File: src/rtl/controle_jogo_pkg.sv
// Shared types and constants for the naval-battle game controller.
package controle_jogo_pkg;

    typedef enum logic [2:0] {
        StDesligado,
        StPreparacao,
        StEspera,
        StConsulta,
        StAvalia,
        StFim
    } estado_e;

    localparam int unsigned TamTabuleiro      = 5;
    localparam int unsigned VidaInicialPadrao = 5;
    localparam int unsigned AlvosTotalPadrao  = 6;

    // Linear cell index, row-major over the 5x5 board.
    function automatic logic [4:0] indice_celula(input logic [2:0] lin, input logic [2:0] col);
        return 5'(int'(lin) * int'(TamTabuleiro) + int'(col));
    endfunction

endpackage

File: src/rtl/controle_jogo_if.sv
// Map-ROM port: address/enable from the controller, ship bit back one cycle later.
interface controle_jogo_if;
    logic       rom_en;
    logic [7:0] rom_addr;
    logic       rom_dado;

    modport master (output rom_en, output rom_addr, input rom_dado);
    modport slave  (input rom_en, input rom_addr, output rom_dado);
endinterface

File: src/rtl/controle_jogo_detector_borda.sv
// Rising-edge detector for an already synchronised, debounced button level.
module detector_borda (
    input  logic clock,
    input  logic reset_n,
    input  logic sinal_i,
    output logic borda_o
);

    logic anterior_q;

    always_ff @(posedge clock or negedge reset_n) begin
        if (!reset_n) begin
            anterior_q <= 1'b0;
        end else begin
            anterior_q <= sinal_i;
        end
    end

    assign borda_o = sinal_i & ~anterior_q;

endmodule

File: src/rtl/controle_jogo.sv
// Game controller: power/prep/attack flow, shot validation, ROM lookup and scoring.
module controle_jogo
    import controle_jogo_pkg::*;
#(
    parameter int unsigned VIDA_INICIAL = VidaInicialPadrao,
    parameter int unsigned ALVOS_TOTAL  = AlvosTotalPadrao
) (
    input  logic            clock,
    input  logic            reset_n,
    input  logic            btn_liga,
    input  logic            btn_confirma,
    input  logic [2:0]      mapa_sel,
    input  logic [2:0]      col_sw,
    input  logic [2:0]      lin_sw,
    controle_jogo_if.master rom,
    output logic            ATAQUE,
    output logic            PREPARACAO,
    output logic            DESLIGADO,
    output logic [2:0]      coordColuna,
    output logic [2:0]      coordLinha,
    output logic [2:0]      mapa,
    output logic [2:0]      vida,
    output logic            acerto,
    output logic            erro,
    output logic            vitoria,
    output logic            derrota
);

    localparam logic [2:0] Limite = 3'(TamTabuleiro);

    logic liga, confirma;

    detector_borda u_borda_liga (
        .clock   (clock),
        .reset_n (reset_n),
        .sinal_i (btn_liga),
        .borda_o (liga)
    );

    detector_borda u_borda_confirma (
        .clock   (clock),
        .reset_n (reset_n),
        .sinal_i (btn_confirma),
        .borda_o (confirma)
    );

    estado_e     estado_q, estado_d;
    logic        ataque_q, ataque_d, preparacao_q, preparacao_d, desligado_q, desligado_d;
    logic [2:0]  col_q, col_d, lin_q, lin_d, mapa_q, mapa_d, vida_q, vida_d;
    logic [4:0]  acertos_q, acertos_d;
    logic [24:0] tiros_q, tiros_d;
    logic        rom_en_q, rom_en_d;
    logic [7:0]  rom_addr_q, rom_addr_d;
    logic        acerto_q, acerto_d, erro_q, erro_d;
    logic        vitoria_q, vitoria_d, derrota_q, derrota_d;

    logic        celula_valida;
    logic [4:0]  celula_sw, celula_atual;

    always_comb begin
        celula_valida = (col_sw < Limite) && (lin_sw < Limite);
        celula_sw     = celula_valida ? indice_celula(lin_sw, col_sw) : 5'd0;
        celula_atual  = indice_celula(lin_q, col_q);

        estado_d   = estado_q;
        col_d      = col_q;
        lin_d      = lin_q;
        mapa_d     = mapa_q;
        vida_d     = vida_q;
        acertos_d  = acertos_q;
        tiros_d    = tiros_q;
        rom_en_d   = 1'b0;
        rom_addr_d = rom_addr_q;
        acerto_d   = 1'b0;
        erro_d     = 1'b0;
        vitoria_d  = vitoria_q;
        derrota_d  = derrota_q;

        unique case (estado_q)
            StDesligado: begin
                if (liga) estado_d = StPreparacao;
            end
            StPreparacao: begin
                mapa_d = mapa_sel;
                if (confirma) begin
                    vida_d    = 3'(VIDA_INICIAL);
                    acertos_d = '0;
                    tiros_d   = '0;
                    estado_d  = StEspera;
                end
            end
            StEspera: begin
                col_d = col_sw;
                lin_d = lin_sw;
                if (confirma && celula_valida && !tiros_q[celula_sw]) begin
                    rom_en_d   = 1'b1;
                    rom_addr_d = {mapa_q, celula_sw};
                    estado_d   = StConsulta;
                end
            end
            StConsulta: begin
                estado_d = StAvalia;
            end
            StAvalia: begin
                tiros_d[celula_atual] = 1'b1;
                estado_d = StEspera;
                if (rom.rom_dado) begin
                    acertos_d = acertos_q + 5'd1;
                    acerto_d  = 1'b1;
                    if (acertos_d >= 5'(ALVOS_TOTAL)) begin
                        vitoria_d = 1'b1;
                        estado_d  = StFim;
                    end
                end else begin
                    vida_d = (vida_q == 3'd0) ? 3'd0 : vida_q - 3'd1;
                    erro_d = 1'b1;
                    if (vida_d == 3'd0) begin
                        derrota_d = 1'b1;
                        estado_d  = StFim;
                    end
                end
            end
            StFim: begin
                if (confirma) begin
                    vitoria_d = 1'b0;
                    derrota_d = 1'b0;
                    estado_d  = StPreparacao;
                end
            end
            default: estado_d = StDesligado;
        endcase

        // Power-off wins over everything, including an in-flight shot.
        if (liga && estado_q != StDesligado) begin
            estado_d   = StDesligado;
            col_d      = '0;
            lin_d      = '0;
            mapa_d     = '0;
            vida_d     = '0;
            acertos_d  = '0;
            tiros_d    = '0;
            rom_en_d   = 1'b0;
            rom_addr_d = '0;
            acerto_d   = 1'b0;
            erro_d     = 1'b0;
            vitoria_d  = 1'b0;
            derrota_d  = 1'b0;
        end

        desligado_d  = (estado_d == StDesligado);
        preparacao_d = (estado_d == StPreparacao);
        ataque_d     = !desligado_d && !preparacao_d;
    end

    always_ff @(posedge clock or negedge reset_n) begin
        if (!reset_n) begin
            estado_q     <= StDesligado;
            ataque_q     <= 1'b0;
            preparacao_q <= 1'b0;
            desligado_q  <= 1'b1;
            col_q        <= '0;
            lin_q        <= '0;
            mapa_q       <= '0;
            vida_q       <= '0;
            acertos_q    <= '0;
            tiros_q      <= '0;
            rom_en_q     <= 1'b0;
            rom_addr_q   <= '0;
            acerto_q     <= 1'b0;
            erro_q       <= 1'b0;
            vitoria_q    <= 1'b0;
            derrota_q    <= 1'b0;
        end else begin
            estado_q     <= estado_d;
            ataque_q     <= ataque_d;
            preparacao_q <= preparacao_d;
            desligado_q  <= desligado_d;
            col_q        <= col_d;
            lin_q        <= lin_d;
            mapa_q       <= mapa_d;
            vida_q       <= vida_d;
            acertos_q    <= acertos_d;
            tiros_q      <= tiros_d;
            rom_en_q     <= rom_en_d;
            rom_addr_q   <= rom_addr_d;
            acerto_q     <= acerto_d;
            erro_q       <= erro_d;
            vitoria_q    <= vitoria_d;
            derrota_q    <= derrota_d;
        end
    end

    assign ATAQUE       = ataque_q;
    assign PREPARACAO   = preparacao_q;
    assign DESLIGADO    = desligado_q;
    assign coordColuna  = col_q;
    assign coordLinha   = lin_q;
    assign mapa         = mapa_q;
    assign vida         = vida_q;
    assign acerto       = acerto_q;
    assign erro         = erro_q;
    assign vitoria      = vitoria_q;
    assign derrota      = derrota_q;
    assign rom.rom_en   = rom_en_q;
    assign rom.rom_addr = rom_addr_q;

endmodule

File: src/flat_wrapper.sv
// flat-port wrapper written by rule: the top's interface ports become plain ports
module controle_jogo_flat import controle_jogo_pkg::*;
#(
    parameter int unsigned VIDA_INICIAL = VidaInicialPadrao,
    parameter int unsigned ALVOS_TOTAL  = AlvosTotalPadrao
)
  (clock, reset_n, btn_liga, btn_confirma, mapa_sel, col_sw, lin_sw, ATAQUE, PREPARACAO, DESLIGADO, coordColuna, coordLinha, mapa, vida, acerto, erro, vitoria, derrota, rom_rom_en, rom_rom_addr, rom_rom_dado);
  controle_jogo_if rom_i ();
  input  logic clock;
  input  logic reset_n;
  input  logic btn_liga;
  input  logic btn_confirma;
  input  logic [2:0] mapa_sel;
  input  logic [2:0] col_sw;
  input  logic [2:0] lin_sw;
  output logic ATAQUE;
  output logic PREPARACAO;
  output logic DESLIGADO;
  output logic [2:0] coordColuna;
  output logic [2:0] coordLinha;
  output logic [2:0] mapa;
  output logic [2:0] vida;
  output logic acerto;
  output logic erro;
  output logic vitoria;
  output logic derrota;
  output wire logic [$bits(rom_i.rom_en)-1:0] rom_rom_en;
  output wire logic [$bits(rom_i.rom_addr)-1:0] rom_rom_addr;
  input wire logic [$bits(rom_i.rom_dado)-1:0] rom_rom_dado;
  assign rom_rom_en = rom_i.rom_en;
  assign rom_rom_addr = rom_i.rom_addr;
  assign rom_i.rom_dado = rom_rom_dado;
  controle_jogo #(.VIDA_INICIAL(VIDA_INICIAL), .ALVOS_TOTAL(ALVOS_TOTAL)) u_core (.clock(clock), .reset_n(reset_n), .btn_liga(btn_liga), .btn_confirma(btn_confirma), .mapa_sel(mapa_sel), .col_sw(col_sw), .lin_sw(lin_sw), .rom(rom_i), .ATAQUE(ATAQUE), .PREPARACAO(PREPARACAO), .DESLIGADO(DESLIGADO), .coordColuna(coordColuna), .coordLinha(coordLinha), .mapa(mapa), .vida(vida), .acerto(acerto), .erro(erro), .vitoria(vitoria), .derrota(derrota));
endmodule
File: config.mk
export PLATFORM = sky130hd
export DESIGN_NAME = controle_jogo_flat
export DESIGN_NICKNAME = d
export VERILOG_FILES = /design/src/rtl/controle_jogo_pkg.sv /design/src/rtl/controle_jogo_if.sv /design/src/rtl/controle_jogo_detector_borda.sv /design/src/rtl/controle_jogo.sv /design/src/flat_wrapper.sv
export SDC_FILE = /design/constraint.sdc
export NUM_CORES = 1
export LEC_CHECK = 0
export ABC_AREA = 1
export CORE_UTILIZATION = 60
export DETAILED_ROUTE_END_ITERATION = 8
export PLACE_DENSITY_LB_ADDON = 0.1
export SYNTH_ARGS = -nofsm -noshare
export SYNTH_HDL_FRONTEND = slang
export SYNTH_HIERARCHICAL = 1
export SYNTH_SLANG_ARGS = --single-unit
export TNS_END_PERCENT = 5
File: constraint.sdc
create_clock -name clock -period 4 [get_ports clock]
set_input_delay 0.6 -clock clock [delete_from_list [all_inputs] [get_ports clock]]
set_output_delay 0.6 -clock clock [all_outputs]
set_load 0.03 [all_outputs]
# Yosys cells after proc, flatten, opt, wreduce, memory -nomap -nowiden
# Index checks and enable logic that the tools add are counted.
[classes]
add_sub_neg = 4
reduce_logical = 25
mul = 2
bitwise = 5
order_cmp = 6
n_eq_ne = 12
mux = 53
[ops]
columns = ["operator", "count"]
rows = [
  ["2-to-1 mux 3 bit", 18],
  ["2-to-1 mux 25 bit", 2],
  ["one-hot mux 25 bit (2 select lines)", 1],
  ["bitwise OR 25 bit", 1],
  ["2-to-1 mux 8 bit", 3],
  ["2-to-1 mux 5 bit", 4],
  ["2-to-1 mux 1 bit", 18],
  ["one-hot mux 3 bit (6 select lines)", 1],
  ["zero test 3 bit", 4],
  ["less-than comparator 5 x 6 -> 1 bit (second input constant)", 2],
  ["inequality test 3 x 1 -> 1 bit (second input constant)", 4],
  ["adder 5 x 4 -> 5 bit", 2],
  ["multiplier 3 x 3 -> 5 bit (second input constant)", 2],
  ["one-hot mux 5 bit (2 select lines)", 1],
  ["nonzero test 3 bit", 3],
  ["AND reduction 4 bit", 2],
  ["equality test 3 x 1 -> 1 bit (second input constant)", 2],
  ["equality test 3 x 2 -> 1 bit (second input constant)", 2],
  ["equality test 3 bit (second input constant)", 2],
  ["logical AND 1 bit", 6],
  ["less-than comparator 3 bit (second input constant)", 2],
  ["inequality test 3 x 2 -> 1 bit (second input constant)", 2],
  ["one-hot mux 3 bit (2 select lines)", 1],
  ["AND reduction 3 bit", 2],
  ["other kinds (12)", 20],
]
[word_totals]
inputBits = 14
regBits = 63
output_inout_bits = 28
wordCells = 125

# Logic depth before layout (Yosys ltp)
# Gate-level depths: netlist (run 1).
[depth]
word_depth = 13
mapped_depth = 15
depth_no_buf = 15

# Hierarchy
# The synthesis (run 1) kept the hierarchy.
[by_module_without_submodules]
columns = ["mod", "area_each_um2", "cells_each", "instances"]
rows = [
  ["controle_jogo", 3509.6, 417, 1],
  ["detector_borda", 35.0, 3, 2],
]

# Least setup slack after synthesis (run 1)
# Ideal clock, no wire load.
[synth_timing]
path_kind = "input-to-reg"
start = "in lin_sw[0]"
end = "reg u_core.preparacao_q, in the netlist u_core/PREPARACAO"
slack_ns = 1.289
path_stages = 15
arrival_ns = 2.640
path_cell_list = "ha_1 ha_1 fa_1 nand3_1 inv_1 nand3_1 nand2_1 nand2_1 nand3_1 nand2_1 inv_2 nand2_4 nand2_2 nand2_1 nor2_1"
[synth_between]
elab_chain_len = 11
[synth_rtl]
columns = ["item", "line_no", "rtl"]
rows = [
  ["start, declared", "flat_wrapper.sv:15", "input logic [2:0] lin_sw;"],
  ["multiplier 3 x 3 -> 5 bit or less-than comparator 3 bit (tied branches)", "controle_jogo_pkg.sv:19, controle_jogo.sv:61", ""],
  ["adder 5 x 4 -> 5 bit or logical AND 1 bit (tied branches)", "controle_jogo_pkg.sv:19, controle_jogo.sv:61", ""],
  ["2-to-1 mux 5 bit", "controle_jogo.sv:62", "celula_sw = celula_valida ? indice_celula(lin_sw, col_sw) : 5'd0;"],
  ["binary-select mux 1 bit (select 5 bit)", "controle_jogo.sv:95", "if (confirma && celula_valida && !tiros_q[celula_sw]) begin"],
  ["2-to-1 mux 1 bit (implied by the code)", "controle_jogo.sv:95", ""],
  ["zero test 1 bit", "controle_jogo.sv:95", ""],
  ["logical AND 1 bit *", "controle_jogo.sv:95", ""],
  ["2-to-1 mux 3 bit *", "controle_jogo.sv:95", ""],
  ["one-hot mux 3 bit (6 select lines) *", "controle_jogo.sv:79", "unique case (estado_q)"],
  ["2-to-1 mux 3 bit *", "controle_jogo.sv:134", "if (liga && estado_q != StDesligado) begin"],
  ["equality test 3 x 1 -> 1 bit *", "controle_jogo.sv:151", "preparacao_d = (estado_d == StPreparacao);"],
  ["via u_core.preparacao_d", "controle_jogo.sv:48", "logic ataque_q, ataque_d, preparacao_q, preparacao_d, desligado_q, desligado_d;"],
  ["end signal, assigned", "controle_jogo.sv:176", "preparacao_q <= preparacao_d;"],
  ["end, declared", "controle_jogo.sv:48", ""],
]
# The timed path passes the listed nets; every way through them passes the cells marked *. The select of a mux whose other input is x is not followed.
# A chain may end at the register's enable or synchronous reset.

# Final worst setup path (run 1)
# Same ends and word-level chain as after synthesis.

==> results.toml, run 1 <==
[flow_run]
cap_viol_max_count = 0

[sta]
tightestPinTransition_ns = 0.894
min_period_ns = 3.31
fmax_ghz = 0.302
hold_violations = 0
postLayoutSetupSlackWorst_ns = 0.686
relSlewSlack = 0.404
fin_crit_sh = 0.828
skew_ns = 0.00866
fin_setup_tns_ns = 0
rsz0062_at_grt = "false"
drv_slew = 0
finalSetupViolCount = 0

[clock_tree]
post_cts_buffers = 0
cts_tree = "done"
numCtsBuffers = 9
cts_resized = 0
clock_sinks = 63
cts_hold_buf = 0
clock_latency_ns = 0.33
clk_pin_slew_worst_paths_ns = 0.07
htreeDepth = 3
clockRootBuffer = "clkbuf_8"
clock_path_buffers = 2

[detailed_routing]
vias = 3077
drt_iter0_drc = 216
first_pass_iters = 5
drt_drc_violations_left = 0
vias_per_cell = 5.65
wire_per_inst_um = 14.8
drt_wl_total_um = 8060
ant_nets = 0

[floorplan]
dieWidth_um = 79.2
coreArea_um2 = 5640
initial_core_util = 0.635
fp-row-count = 27
dieArea_um2 = 6280
die_h_um = 79.2
io_pins = 42

[worst_setup_path]
reg2reg_slack_ns = 1.09
arrival_ns = 3.57
crit_end = "u_core/PREPARACAO"
r2r-start = "u_core/coordLinha[0]"
reg2reg_to = "u_core/tiros_q[19]"
cp-end-kind = "flop"
critPathLaunch = "lin_sw[0]"
path_max_fanout = 9
r2r_cells = 11
path_class = "in -> reg"
critical_path_required_ns = 4.25
start_kind = "input port"

[grt]
grt_pass1_wl_um = 13700
grt-ovfl-total = 0
grt_max_degree = 43
antenna_found_initial = 0
grt_usage = 0.287
grt_pass1_vias = 2821

[logic_synthesis]
ys_seq_area_frac = 0.441
synth_common_cells = "dfrtp_1 (62), nand2_1 (62), inv_1 (54), a21oi_1 (42), nand3_1 (38)"
syn_inst = 423
synth_area_um2 = 3580
synth_compound_area_frac = 0.129
yosysUniqueCellTypes = 35
synth-edff-count = 0
async_flop_share = 1.00
synth_top_area_frac = 0.433
synth_fa_ha_area_frac = 0.0741
ys_ff_latch = 63
synth-simple-area-share = 0.246
synth_flop_cell = "dfrtp_1"
synth_top_area_cell = "dfrtp_1"
avgSynthCellArea_um2 = 8.46
muxShareOfSynthArea = 0
synthTopCellsByArea = "dfrtp_1 (43%), nand2_1 (6.5%), ha_1 (6.3%)"
yosys_warnings = 6
synth_top_family_by_area = "simple AND/OR/NAND/NOR gates"
synth_xor_xnor_area_share = 0.0220
syn_nets = 457

[final_layout]
final_cells = 545
design_area_um2 = 4200
drive_gt1_frac = 0.114
final_util = 0.744
diodes = 0
area_growth_pct = 17.3
layout.nets = 502

[place]
place_congestion = 0.935
placed_cells = 529
place_ws_ns = 0.487
dpl_cell_area_um2 = 4020
place_hpwl_um = 5910
io_buffers = 41

[pwr]
peakVddDrop_mv = 0.443
leakage_nw = 2.03
power_per_cell_area_nw_per_um2 = 744

[status]
status = "complete, no violations"

[hold_path]
hold_class = "in -> async"
-- per-layer routing --
layer | vias to the layer above | GRT usage | routed length, um
met5 | - | 0 | 0
met4 | 0 | 0.113 | 163
met3 | 17 | 0.0425 | 394
met2 | 113 | 0.447 | 3810
met1 | 1458 | 0.404 | 3690
li1 | 1489 | - | -
-- flip-flops by register name, summed over array words and instances, names as in the netlist --
register and cells:
u_core/coordLinha 3, u_core/rom.rom_en 1, u_core/acertos_q 5, u_core/DESLIGADO 1, u_core/mapa 3, u_core/u_borda_liga/anterior_q 1, u_core/derrota 1, u_core/PREPARACAO 1
u_core/vitoria 1, u_core/tiros_q 25, u_core/coordColuna 3, u_core/rom.rom_addr 8, u_core/u_borda_confirma/anterior_q 1, u_core/ATAQUE 1, u_core/erro 1, u_core/vida 3
u_core/estado_q 3, u_core/acerto 1
-- cell families after synthesis --
family                   after synthesis
AO/OA/AOI/OAI                         85
XOR/XNOR                               9
buffers and inverters                 72
flip-flops                            63
AND/OR/NAND/NOR                      174
adder cells (fa/ha/maj)               20
-- cells in the final DEF (no fill, tap or decap) --
master | Yosys | routed
ha_1 | 18 | 18
o21ai_0 | 30 | 30
nor3_2 | 2 | 2
dfstp_2 | 1 | 1
a21oi_1 | 42 | 42
a22o_1 | 1 | 1
nand2b_1 | 1 | 1
clkdlybuf4s50_1 | 0 | 40
nor4_2 | 1 | 1
buf_2 | 4 | 1
clkbuf_1 | 1 | 3
nand3_4 | 3 | 3
a21oi_2 | 1 | 1
nand2_4 | 2 | 2
nor2_2 | 9 | 9
nand4_1 | 8 | 8
bufinv_16 | 0 | 1
dfrtp_1 | 62 | 62
xnor2_1 | 2 | 2
nand2_1 | 62 | 62
xor2_1 | 7 | 7
o2111ai_1 | 2 | 2
o21ai_1 | 5 | 5
a41oi_1 | 1 | 1
clkinvlp_4 | 0 | 1
nor2_4 | 4 | 4
nand2_2 | 2 | 2
a21oi_4 | 1 | 1
nor3_1 | 4 | 4
clkbuf_8 | 1 | 9
nor2_1 | 37 | 37
clkinv_2 | 0 | 2
nor2_8 | 1 | 1
o21ai_2 | 2 | 2
inv_2 | 8 | 8
inv_1 | 54 | 54
nand3_1 | 38 | 38
fa_1 | 2 | 2
buf_4 | 0 | 3
-- cell type report --
cell class              count  area, um2
repair buffers             44        428
clock inverters             4       47.5
inverters                  62        233
clock buffers              12        135
well taps                  72       90.1
fillers                   414       1440
flip-flops and latches     63       1580
multi-input cells         288       1690
-- worst min path at each step --
stage                           end  slack (ns)  depth (start not counted)          startpoint
4_1_cts        u_core/coordLinha[1]        0.42                          1             reset_n
5_1_grt        u_core/coordLinha[1]        0.49                          1             reset_n
2_1_floorplan         u_core/ATAQUE        0.30                          0             reset_n
3_5_place_dp     u_core/tiros_q[14]        0.49                          2  u_core/tiros_q[14]
3_3_place_gp     u_core/tiros_q[14]        0.48                          2  u_core/tiros_q[14]
6_report       u_core/coordLinha[1]        0.40                          1             reset_n
-- metrics by stage --
stage / power [W] / hold WS, ns
after floorplan: 0.00212 / 0.304
after global placement: 0.00255 / 0.480
after detailed placement: 0.00259 / 0.489
after CTS: 0.00312 / 0.424
after global routing: 0.00337 / 0.487
final: 0.00312 / 0.405
-- critical path, stage by stage --
cell	delay, ns
clkdlybuf4s50_1	0.60
ha_1	0.28
ha_1	0.32
fa_1	0.58
nand3_1	0.20
inv_1	0.18
nand3_1	0.10
nand2_1	0.07
nand2_1	0.04
nand3_1	0.08
nand2_1	0.07
inv_2	0.10
nand2_4	0.09
nand2_2	0.07
nand2_1	0.06
nor2_1	0.10
-- power breakdown --
group	internal (W)	switching [W]	total (W)
clock	0.000287	0.000231	0.000518
sequential	0.000837	0.000133	0.000970
combinational	0.000543	0.00109	0.00164
total	0.00167	0.00146	0.00312
(Power assumes the default switching activity.)
==> inputs of run 2 (changes only) <==
--- a/config.mk
+++ b/config.mk
@@ -6,7 +6,7 @@
 export NUM_CORES = 1
 export LEC_CHECK = 0
 export ABC_AREA = 1
-export CORE_UTILIZATION = 60
+export CORE_UTILIZATION = 56
 export DETAILED_ROUTE_END_ITERATION = 8
 export PLACE_DENSITY_LB_ADDON = 0.1
 export SYNTH_ARGS = -nofsm -noshare
==> constraint.sdc (replaced) <==
create_clock -name clock -period 3.45 [get_ports clock]
set_input_delay 0.5175 -clock clock [delete_from_list [all_inputs] [get_ports clock]]
set_output_delay 0.5175 -clock clock [all_outputs]
set_load 0.03 [all_outputs]
==> run 2 against run 1 <==
Against the previous run:
- cell count grew 1.1%
- via count shrank 1.1%
- sequential cell count is the same
- power grew 16%
- setup slack lost 0.24 ns
- design area grew 0.51%
- critical path depth is the same
- critical path type unchanged
- critical endpoint unchanged
==> results.toml, run 2 (synthesized netlist as in run 1, its figures left out) <==
[place]
place_congestion = 0.948
dpl_cell_area_um2 = 4040
io_buffers = 41
place_hpwl_um = 5860

[sta]
hold_violations = 0
rsz0062_at_grt = "false"
fin_crit_sh = 0.870
skew_ns = 0.00904
finalSetupViolCount = 0
min_period_ns = 3.00
fmax_ghz = 0.333
relSlewSlack = 0.298
tightestPinTransition_ns = 1.05
drv_slew = 0
fin_setup_tns_ns = 0

[detailed_routing]
wire_per_inst_um = 14.3
first_pass_iters = 4
vias = 3043
drt_wl_total_um = 7890
vias_per_cell = 5.52
ant_nets = 0
drt_drc_violations_left = 0
drt_iter0_drc = 192

[pwr]
power_per_cell_area_nw_per_um2 = 859
peakVddDrop_mv = 0.512
finalPower_w = 0.00362
leakage_nw = 2.05

[worst_setup_path]
path_cells = "clkdlybuf4s50_1 -> ha_1 -> ha_1 -> fa_1 -> nand3_1 -> inv_1 -> nand3_1 -> nand2_1 -> nand2_1 -> nand3_1 -> nand2_1 -> inv_2 -> nand2_4 -> nand2_2 -> nand2_1 -> nor2_1"
cp_top_family = "adder cells"
arrival_ns = 3.27
crit_path_top_delay_cell = "fa_1"
path_max_fanout = 9
reg2reg_slack_ns = 0.49
crit_buf_inv = 3
critical_path_required_ns = 3.72
cp-end-kind = "flop"
r2r-start = "u_core/coordLinha[0]"
start_kind = "input port"
path_class = "in -> reg"
crit_top_cell = "nand2_1"
reg2reg_to = "u_core/tiros_q[18]"
r2r_cells = 11
max_stage_delay_ns = 0.57

[grt]
grt_usage = 0.262
grt_pass1_vias = 2831
grt-ovfl-total = 0
grt_pass1_wl_um = 13100
grt_max_degree = 48
antenna_found_initial = 0

[clock_tree]
cts_resized = 0
post_cts_buffers = 0
clock_latency_ns = 0.34
clock_sinks = 63
cts_tree = "done"
htreeDepth = 3
clockRootBuffer = "clkbuf_8"
cts_hold_buf = 0
numCtsBuffers = 9
clock_path_buffers = 2
clk_pin_slew_worst_paths_ns = 0.07

[floorplan]
die_h_um = 82.0
io_pins = 42
initial_core_util = 0.594
dieArea_um2 = 6720
dieWidth_um = 82.0
fp-row-count = 28
coreArea_um2 = 6030

[final_layout]
final_util = 0.700
area_growth_pct = 17.9
diodes = 0
layout.nets = 505
drive_gt1_frac = 0.122
final_cell_mix = "dfrtp_1 (62), nand2_1 (62), inv_1 (54), a21oi_1 (42), clkdlybuf4s50_1 (40)"
regMostFlops = "u_core/tiros_q"
design_area_um2 = 4220
largest_reg_flops = 25

[flow_run]
cap_viol_max_count = 0

[hold_path]
hold_class = "in -> async"

[status]
status = "complete, no violations"
==> run 2: power by group <==
group	total, W	switching, W	internal (W)
Clock	0.000579	0.000279	0.000300
Combinational	0.00192	0.00129	0.000636
Sequential	0.00112	0.000154	0.000970
Total	0.00362	0.00172	0.00191
==> run 2: worst max path at each step <==
stage	from	endpoint	slack, ns	cells past startpoint
finish	lin_sw[0]	u_core/PREPARACAO	0.45	16
global route	lin_sw[0]	u_core/PREPARACAO	0.26	16
CTS	lin_sw[0]	u_core/PREPARACAO	0.46	16
detailed placement	lin_sw[0]	u_core/PREPARACAO	0.13	16
global placement	lin_sw[0]	u_core/PREPARACAO	0.17	16
floorplan	u_core/coordLinha[2]	u_core/tiros_q[18]	0.78	11
==> run 2: metal layers <==
layer  vias to the layer above  wire length, um  global-route usage
li1                       1486                -                   -
met1                      1459             3710               0.358
met2                        89             3620               0.419
met3                         9              483              0.0611
met4                         0               72              0.0632
met5                         -                0                   0
==> run 2: through the flow <==
stage                     hold WS [ns]  instances  setup WS [ns]
after floorplan                  0.222        423          0.776
after global placement           0.480        535          0.168
after detailed placement         0.499        535          0.127
after CTS                        0.404        551          0.457
after global routing             0.457        551          0.257
final                            0.365        551          0.447
==> run 2: layout make-up <==
cell class / count / area [um2]
fill: 468 / 1810
multi-input combinational: 288 / 1690
sequential: 63 / 1580
timing repair buffer: 47 / 450
inverter: 62 / 233
clock buffer: 13 / 159
tap: 75 / 93.8
clock inverter: 3 / 18.8
